$ cat src/rtl/dphy_pkg.sv
// Shared D-PHY clock-lane definitions: state encoding, LP line states, default timings.
// Latency: n/a (types and constants only).
// Backpressure: n/a.
package dphy_pkg;

    // Clock-lane state, shared by the TX block and the RX clock-lane model
    typedef enum logic [2:0] {
        CLK_STOP  = 3'd0,
        CLK_RQST  = 3'd1,
        CLK_PREP  = 3'd2,
        CLK_ZERO  = 3'd3,
        CLK_HSCLK = 3'd4,
        CLK_POST  = 3'd5,
        CLK_TRAIL = 3'd6,
        CLK_EXIT  = 3'd7
    } clk_state_e;

    // LP line states as {Dp, Dn}
    localparam logic [1:0] LP11 = 2'b11;
    localparam logic [1:0] LP01 = 2'b01;
    localparam logic [1:0] LP10 = 2'b10;
    localparam logic [1:0] LP00 = 2'b00;

    // Default timings in core clock cycles
    localparam int DEF_TLPX         = 2;
    localparam int DEF_TCLK_PREPARE = 2;
    localparam int DEF_TCLK_ZERO    = 8;
    localparam int DEF_TCLK_PRE     = 4;
    localparam int DEF_TCLK_POST    = 6;
    localparam int DEF_TCLK_TRAIL   = 3;
    localparam int DEF_THS_EXIT     = 4;
    localparam int DEF_CNT_W        = 8;

endpackage

$ cat src/rtl/tx_clk_timer.sv
// Loadable down-counter timing the clock-lane states; flags when the count reaches zero.
// Latency: load takes effect on the next clock; zero is a combinational decode of the count.
// Backpressure: none; saturates at zero instead of wrapping.
module tx_clk_timer #(
    parameter int CNT_W = 8
) (
    input  logic             clk,
    input  logic             rst,
    input  logic             load,
    input  logic [CNT_W-1:0] load_val,
    output logic             zero
);

    logic [CNT_W-1:0] cnt_q;

    // Load on state entry, otherwise count down and hold at zero
    always_ff @(posedge clk) begin
        if (rst) begin
            cnt_q <= '0;
        end else if (load) begin
            cnt_q <= load_val;
        end else if (cnt_q != '0) begin
            cnt_q <= cnt_q - CNT_W'(1);
        end
    end

    assign zero = (cnt_q == '0);

endmodule

$ cat src/rtl/tx_clk_lane.sv
// D-PHY clock-lane transmitter: LP-11 stop, LP request/prepare, HS-0, HS toggle, post/trail/exit.
// Latency: hs_req sampled in STOP gives LP-01 on the next cycle; all outputs registered.
// Backpressure: hs_req is a level; it is ignored during entry and tail and honoured only in STOP.
module tx_clk_lane
    import dphy_pkg::*;
#(
    parameter int Tlpx         = DEF_TLPX,
    parameter int Tclk_prepare = DEF_TCLK_PREPARE,
    parameter int Tclk_zero    = DEF_TCLK_ZERO,
    parameter int Tclk_pre     = DEF_TCLK_PRE,
    parameter int Tclk_post    = DEF_TCLK_POST,
    parameter int Tclk_trail   = DEF_TCLK_TRAIL,
    parameter int Ths_exit     = DEF_THS_EXIT,
    parameter int CNT_W        = DEF_CNT_W
) (
    input  logic clk,
    input  logic rst,
    input  logic hs_req,
    output logic hs_ready,
    output logic stop_state,
    output logic hs_mode,
    output logic CLKDp,
    output logic CLKDn
);

    clk_state_e       state_q;
    clk_state_e       state_d;
    logic             timer_zero;
    logic             timer_load;
    logic [CNT_W-1:0] timer_load_val;
    logic             tgl_d;
    logic             dp_d;
    logic             dn_d;
    logic             hs_mode_d;
    logic             hs_ready_d;
    logic             stop_state_d;

    // Cycles-minus-one spent in each state; untimed STOP loads zero so the timer rests there
    function automatic logic [CNT_W-1:0] state_len(input clk_state_e s);
        logic [CNT_W-1:0] len;
        case (s)
            CLK_RQST:  len = CNT_W'(Tlpx - 1);
            CLK_PREP:  len = CNT_W'(Tclk_prepare - 1);
            CLK_ZERO:  len = CNT_W'(Tclk_zero - 1);
            CLK_HSCLK: len = CNT_W'(Tclk_pre - 1);
            CLK_POST:  len = CNT_W'(Tclk_post - 1);
            CLK_TRAIL: len = CNT_W'(Tclk_trail - 1);
            CLK_EXIT:  len = CNT_W'(Ths_exit - 1);
            default:   len = '0;
        endcase
        return len;
    endfunction

    tx_clk_timer #(
        .CNT_W (CNT_W)
    ) u_timer (
        .clk      (clk),
        .rst      (rst),
        .load     (timer_load),
        .load_val (timer_load_val),
        .zero     (timer_zero)
    );

    // Next-state: entry and tail always run to completion; POST waits for CLKDp=1 so the last toggle falls into TRAIL
    always_comb begin
        state_d = state_q;
        case (state_q)
            CLK_STOP:  if (hs_req)                   state_d = CLK_RQST;
            CLK_RQST:  if (timer_zero)               state_d = CLK_PREP;
            CLK_PREP:  if (timer_zero)               state_d = CLK_ZERO;
            CLK_ZERO:  if (timer_zero)               state_d = CLK_HSCLK;
            CLK_HSCLK: if (timer_zero && !hs_req)    state_d = CLK_POST;
            CLK_POST:  if (timer_zero && CLKDp)      state_d = CLK_TRAIL;
            CLK_TRAIL: if (timer_zero)               state_d = CLK_EXIT;
            CLK_EXIT:  if (timer_zero)               state_d = CLK_STOP;
            default:                                 state_d = CLK_STOP;
        endcase
        timer_load     = (state_d != state_q);
        timer_load_val = state_len(state_d);
    end

    // Output decode from the next state so the registered pins line up with the state they belong to
    always_comb begin
        tgl_d        = ((state_q == CLK_HSCLK) || (state_q == CLK_POST)) ? ~CLKDp : 1'b1;
        {dp_d, dn_d} = LP11;
        hs_mode_d    = 1'b0;
        case (state_d)
            CLK_RQST:  {dp_d, dn_d} = LP01;
            CLK_PREP:  {dp_d, dn_d} = LP00;
            CLK_ZERO: begin
                {dp_d, dn_d} = LP01;
                hs_mode_d    = 1'b1;
            end
            CLK_HSCLK, CLK_POST: begin
                dp_d      = tgl_d;
                dn_d      = ~tgl_d;
                hs_mode_d = 1'b1;
            end
            CLK_TRAIL: begin
                {dp_d, dn_d} = LP01;
                hs_mode_d    = 1'b1;
            end
            default:   {dp_d, dn_d} = LP11;
        endcase
        stop_state_d = (state_d == CLK_STOP);
        // Ready only once the pre count has run out and the request is still held
        hs_ready_d   = (state_q == CLK_HSCLK) && timer_zero && hs_req;
    end

    // State and output registers; reset forces LP-11 stop from any state
    always_ff @(posedge clk) begin
        if (rst) begin
            state_q    <= CLK_STOP;
            CLKDp      <= 1'b1;
            CLKDn      <= 1'b1;
            hs_mode    <= 1'b0;
            hs_ready   <= 1'b0;
            stop_state <= 1'b1;
        end else begin
            state_q    <= state_d;
            CLKDp      <= dp_d;
            CLKDn      <= dn_d;
            hs_mode    <= hs_mode_d;
            hs_ready   <= hs_ready_d;
            stop_state <= stop_state_d;
        end
    end

endmodule

$ cat config.mk
export PLATFORM = sky130hd
export DESIGN_NAME = tx_clk_lane
export DESIGN_NICKNAME = d
export VERILOG_FILES = /design/src/rtl/dphy_pkg.sv /design/src/rtl/tx_clk_timer.sv /design/src/rtl/tx_clk_lane.sv
export SDC_FILE = /design/constraint.sdc
export NUM_CORES = 1
export LEC_CHECK = 0
export ABC_AREA = 1
export CAP_MARGIN = 10
export CELL_PAD_IN_SITES_DETAIL_PLACEMENT = 0
export CELL_PAD_IN_SITES_GLOBAL_PLACEMENT = 1
export CORE_MARGIN = 10
export CORE_UTILIZATION = 39
export DETAILED_ROUTE_END_ITERATION = 8
export GPL_TIMING_DRIVEN = 0
export PLACE_DENSITY_LB_ADDON = 0.1
export SLEW_MARGIN = 15
export SYNTH_ARGS = -nofsm -noshare
export SYNTH_HDL_FRONTEND = slang
export SYNTH_HIERARCHICAL = 1
export SYNTH_SLANG_ARGS = --single-unit
$ cat constraint.sdc
create_clock -name clk -period 2.9 [get_ports clk]
set_input_delay 0.435 -clock clk [delete_from_list [all_inputs] [get_ports clk]]
set_output_delay 0.435 -clock clk [all_outputs]
set_load 0.005 [all_outputs]
==> reports/results.md <==
| Result | Reported |
|---|---|
| Critical path startpoint category | register |
| Violation count after the first detailed-route iteration | 37 |
| Clock tree from TritonCTS | yes |
| Buffer levels on the longest clock path | 2 |
| Starting density of the core | 41.0% |
| Number of max-slew violations in the final report | 0 |
| Rows | 17 |
| Crit. End Element | register |
| Vertical extent of the die | 68.5 um |
| Net Switching | 497 uW |
| Post-detailed-route via-to-cell ratio | 4.61 |
| Status | finished clean |
| Maximum level of the CTS H-tree | 1 |
| Ys Warns | 6 |
| Post-Layout Cell Count | 179 |
| Worst slew margin | 64.0% |
| All-layer global routing usage | 9.26% |
| Distinct cells, synth | 23 |
| Count of input and output buffers | 7 |
| Vias | 826 |
| Worst Path Buf+Inv | 4 |
| Post-cts hold buffer count | 0 |
| Sequential cell area in the final layout | 320 um^2 |
| Actual slew at the worst max-slew pin | 0.539 ns |
| Flop and latch count out of synthesis | 16 |
| Setup repair after global routing missed its margin | false |
| Data arrival at the endpoint of the critical path | 2.55 ns |
| Switching share of total power | 45.8% |
| Nets | 156 |
| Maximum number of pins on one net before global-route repair | 13 |
| Period Utilization, post-route | 81.3% |
| Worst-case clock skew | 0.00107 ns |
| CORE AREA | 2230 um^2 |
| First-pass GRT wire length | 3260 um |
| Number of buffers inserted during clock tree synthesis | 3 |
| Worst IR Drop VDD | 0.531 mV |
| Synthesized netlist cell count | 136 |
| Area enclosed by the die boundary | 4690 um^2 |
| Post-CTS Repair Setup Buffers | 0 |
| GP Congestion | 0.777 |
| Power density over cell area | 1010 nW/um^2 |
| Instance area after placement | 1040 um^2 |
| Slowest Stage Delay on Critical Path | 0.32 ns |
| Largest driver fanout on the critical path | 10 |
| Number of antenna violations at the first check in global routing | 0 |
| Number of maximum-capacitance violations | 0 |
| Clock period minus worst slack | 2.36 ns |
| Worst path most repeated cell | sky130_fd_sc_hd__nand2_2 |
| Count of antenna-violating nets left after detailed routing | 0 |
| Cell internal power dissipation | 588 uW |
| Clock Sinks | 16 |
| Count of placed standard cells including taps | 175 |
| Latest clock arrival within the worst-skew pair | 0.29 ns |
| Setup violation total in the final timing report | 0 |
| Detailed placer's ending HPWL | 1380 um |
| Number of diodes added for antenna fixing | 0 |
| Signed area change from the synthesized netlist to the final layout | 17.1% |
| Cell area after layout | 1070 um^2 |
| Clk slew on worst S/H paths | 0.10 ns |
| Leakage power | 0.000486 uW |
| Congestion Overflow GR | 0 |
| Sequential share of the synthesized area | 35.0% |
| Initial DRT Pass Iterations | 4 |
| Avg Cell Area, Syn | 6.73 um^2 |
| Sequential group share of total power | 31.6% |
| Multi-input combinational cell area | 541 um^2 |
| Clock root cell | sky130_fd_sc_hd__clkbuf_4 |
| Combinational cell fraction of total power | 54.5% |
| Count of boundary I/O pins | 8 |
| Number of global-route vias before repair | 720 |
| Average wire per cell in the routed design | 10.3 um |
| Clock network fraction of total power | 13.9% |
| Drt drc | 0 |
| Die span in x | 68.5 um |
| Fraction of layout cells with a size suffix above 1 | 17.2% |
| Setup_tns | 0 ns |
| Cell type of the slowest stage on the worst timing path | sky130_fd_sc_hd__dfxtp_1 |
| Required arrival time at the worst endpoint | 3.09 ns |
| Combined area of all synthesized cells | 916 um^2 |
| Worst Setup Path Type | reg -> reg |
| Critical path cell sequence | inv_1 > ha_1 > nand2_2 > nor2_8 > nand2_2 > nand2_1 > nand3_2 > nand2_2 > xor2_1 > buf_2 > inv_2 > nand2_2 > inv_2 > nor2_1 > nor2_1 |
| Routed wire length | 1840 um |
| Number of cells upsized or downsized after cts | 0 |
| F_max | 424 MHz |
| Count of fill cells added during filler insertion | 244 |
| Final Power | 1080 uW |
| Type of the worst min-delay path | reg -> reg |
| Cell family contributing the most delay on the critical path | simple AND/OR/NAND/NOR gates |
| Final Hold Vio Count | 0 |
cell type report:
| class | instances | share of cell area [%] |
|---|---|---|
| Buffer | 1 | 0.467 |
| Clock buffer | 4 | 3.38 |
| Inverter | 17 | 6.07 |
| Multi-Input combinational cell | 106 | 50.4 |
| Sequential cell | 16 | 29.9 |
| Tap cell | 28 | 3.27 |
| Timing Repair Buffer | 7 | 6.53 |
state kept, by name, summed over array words and instances (netlist names):
signal / cells
u_timer/cnt_q: 8
CLKDp: 1
hs_ready: 1
hs_mode: 1
CLKDn: 1
stop_state: 1
state_q: 3
stage by stage:
| step | utilization [%] | hold slack [ns] | setup WS [ns] |
|---|---|---|---|
| after floorplan | - | 0.476 | 0.840 |
| after global placement | 46.4 | 0.488 | 0.544 |
| after detailed placement | 46.4 | 0.500 | 0.553 |
| after CTS | 48.0 | 0.515 | 0.524 |
| after global routing | 48.0 | 0.546 | 0.221 |
| final | 48.0 | 0.508 | 0.542 |
final timing paths:
kind | start | to | slack [ns] | depth (start not counted)
worst max-delay path | u_timer/cnt_q[0] | u_timer/cnt_q[1] | 0.54 | 15
worst min-delay path | u_timer/cnt_q[0] | u_timer/cnt_q[0] | 0.51 | 2
worst max register to register | u_timer/cnt_q[0] | u_timer/cnt_q[1] | 0.54 | 15
worst min register to register | u_timer/cnt_q[0] | u_timer/cnt_q[0] | 0.51 | 2
worst min-delay path, stage by stage, from the launching register on:
cell and delay, ns:
sky130_fd_sc_hd__dfxtp_1 0.32, sky130_fd_sc_hd__nor2_1 0.10, sky130_fd_sc_hd__nor3_1 0.06
cells in the mapped netlist, drive strengths merged:
| library cell | count | area (um^2) |
|---|---|---|
| clkinv | 1 | 5.00 |
| xor2 | 2 | 17.5 |
| dfxtp | 16 | 320 |
| nand2 | 36 | 153 |
| o21ai | 10 | 53.8 |
| conb | 1 | 3.75 |
| buf | 1 | 5.00 |
| ha | 1 | 12.5 |
| o211ai | 1 | 7.51 |
| a21oi | 5 | 25.0 |
| nand3 | 12 | 75.1 |
| inv | 16 | 60.1 |
| xnor2 | 2 | 17.5 |
| nor2 | 23 | 110 |
| nand4 | 4 | 25.0 |
| nor3 | 5 | 25.0 |
metal layers:
metal	share of wire, %	vias up	GRT usage [%]
li1	-	459	-
met1	53	352	12.2
met3	6.0	2	4.57
met5	0	-	0
met2	40	13	12.7
met4	0.92	0	3.02
power groups by stage:
stage / Sequential [uW] / Combinational (uW) / Clock, uW
after floorplan: 338 / 480 / 0
after global placement: 348 / 588 / 0
after detailed placement: 347 / 593 / 0
after CTS: 343 / 596 / 157
after global routing: 354 / 688 / 164
final: 342 / 592 / 151
layout by cell type, fill, tap and decap left out:
cell	count
sky130_fd_sc_hd__o21ai_1	6
sky130_fd_sc_hd__nor2_2	3
sky130_fd_sc_hd__xor2_1	2
sky130_fd_sc_hd__nand3_1	9
sky130_fd_sc_hd__clkdlybuf4s50_1	7
sky130_fd_sc_hd__xnor2_1	2
sky130_fd_sc_hd__nand2_1	29
sky130_fd_sc_hd__nor2_8	1
sky130_fd_sc_hd__nor2_1	19
sky130_fd_sc_hd__clkinv_2	1
sky130_fd_sc_hd__o21ai_0	3
sky130_fd_sc_hd__dfxtp_1	16
sky130_fd_sc_hd__nand2_2	7
sky130_fd_sc_hd__ha_1	1
sky130_fd_sc_hd__inv_2	5
sky130_fd_sc_hd__o211ai_1	1
sky130_fd_sc_hd__o21ai_2	1
sky130_fd_sc_hd__inv_1	11
sky130_fd_sc_hd__a21oi_1	5
sky130_fd_sc_hd__clkbuf_8	1
sky130_fd_sc_hd__nor3_1	5
sky130_fd_sc_hd__clkbuf_4	3
sky130_fd_sc_hd__nand3_2	3
sky130_fd_sc_hd__nand4_1	4
sky130_fd_sc_hd__buf_2	1
sky130_fd_sc_hd__conb_1	5
cell families after synthesis:
logic type                 synth area share (%)
DFF                                        35.0
buffers and inverters                      7.65
xor gates and xnor gates                   3.83
other                                     0.409
AOI/OAI and AO/OA                          9.43
adders and majority gates                  1.37
and+or+nand+nor                            42.3
Note: power is estimated with default switching activity, not from simulation.
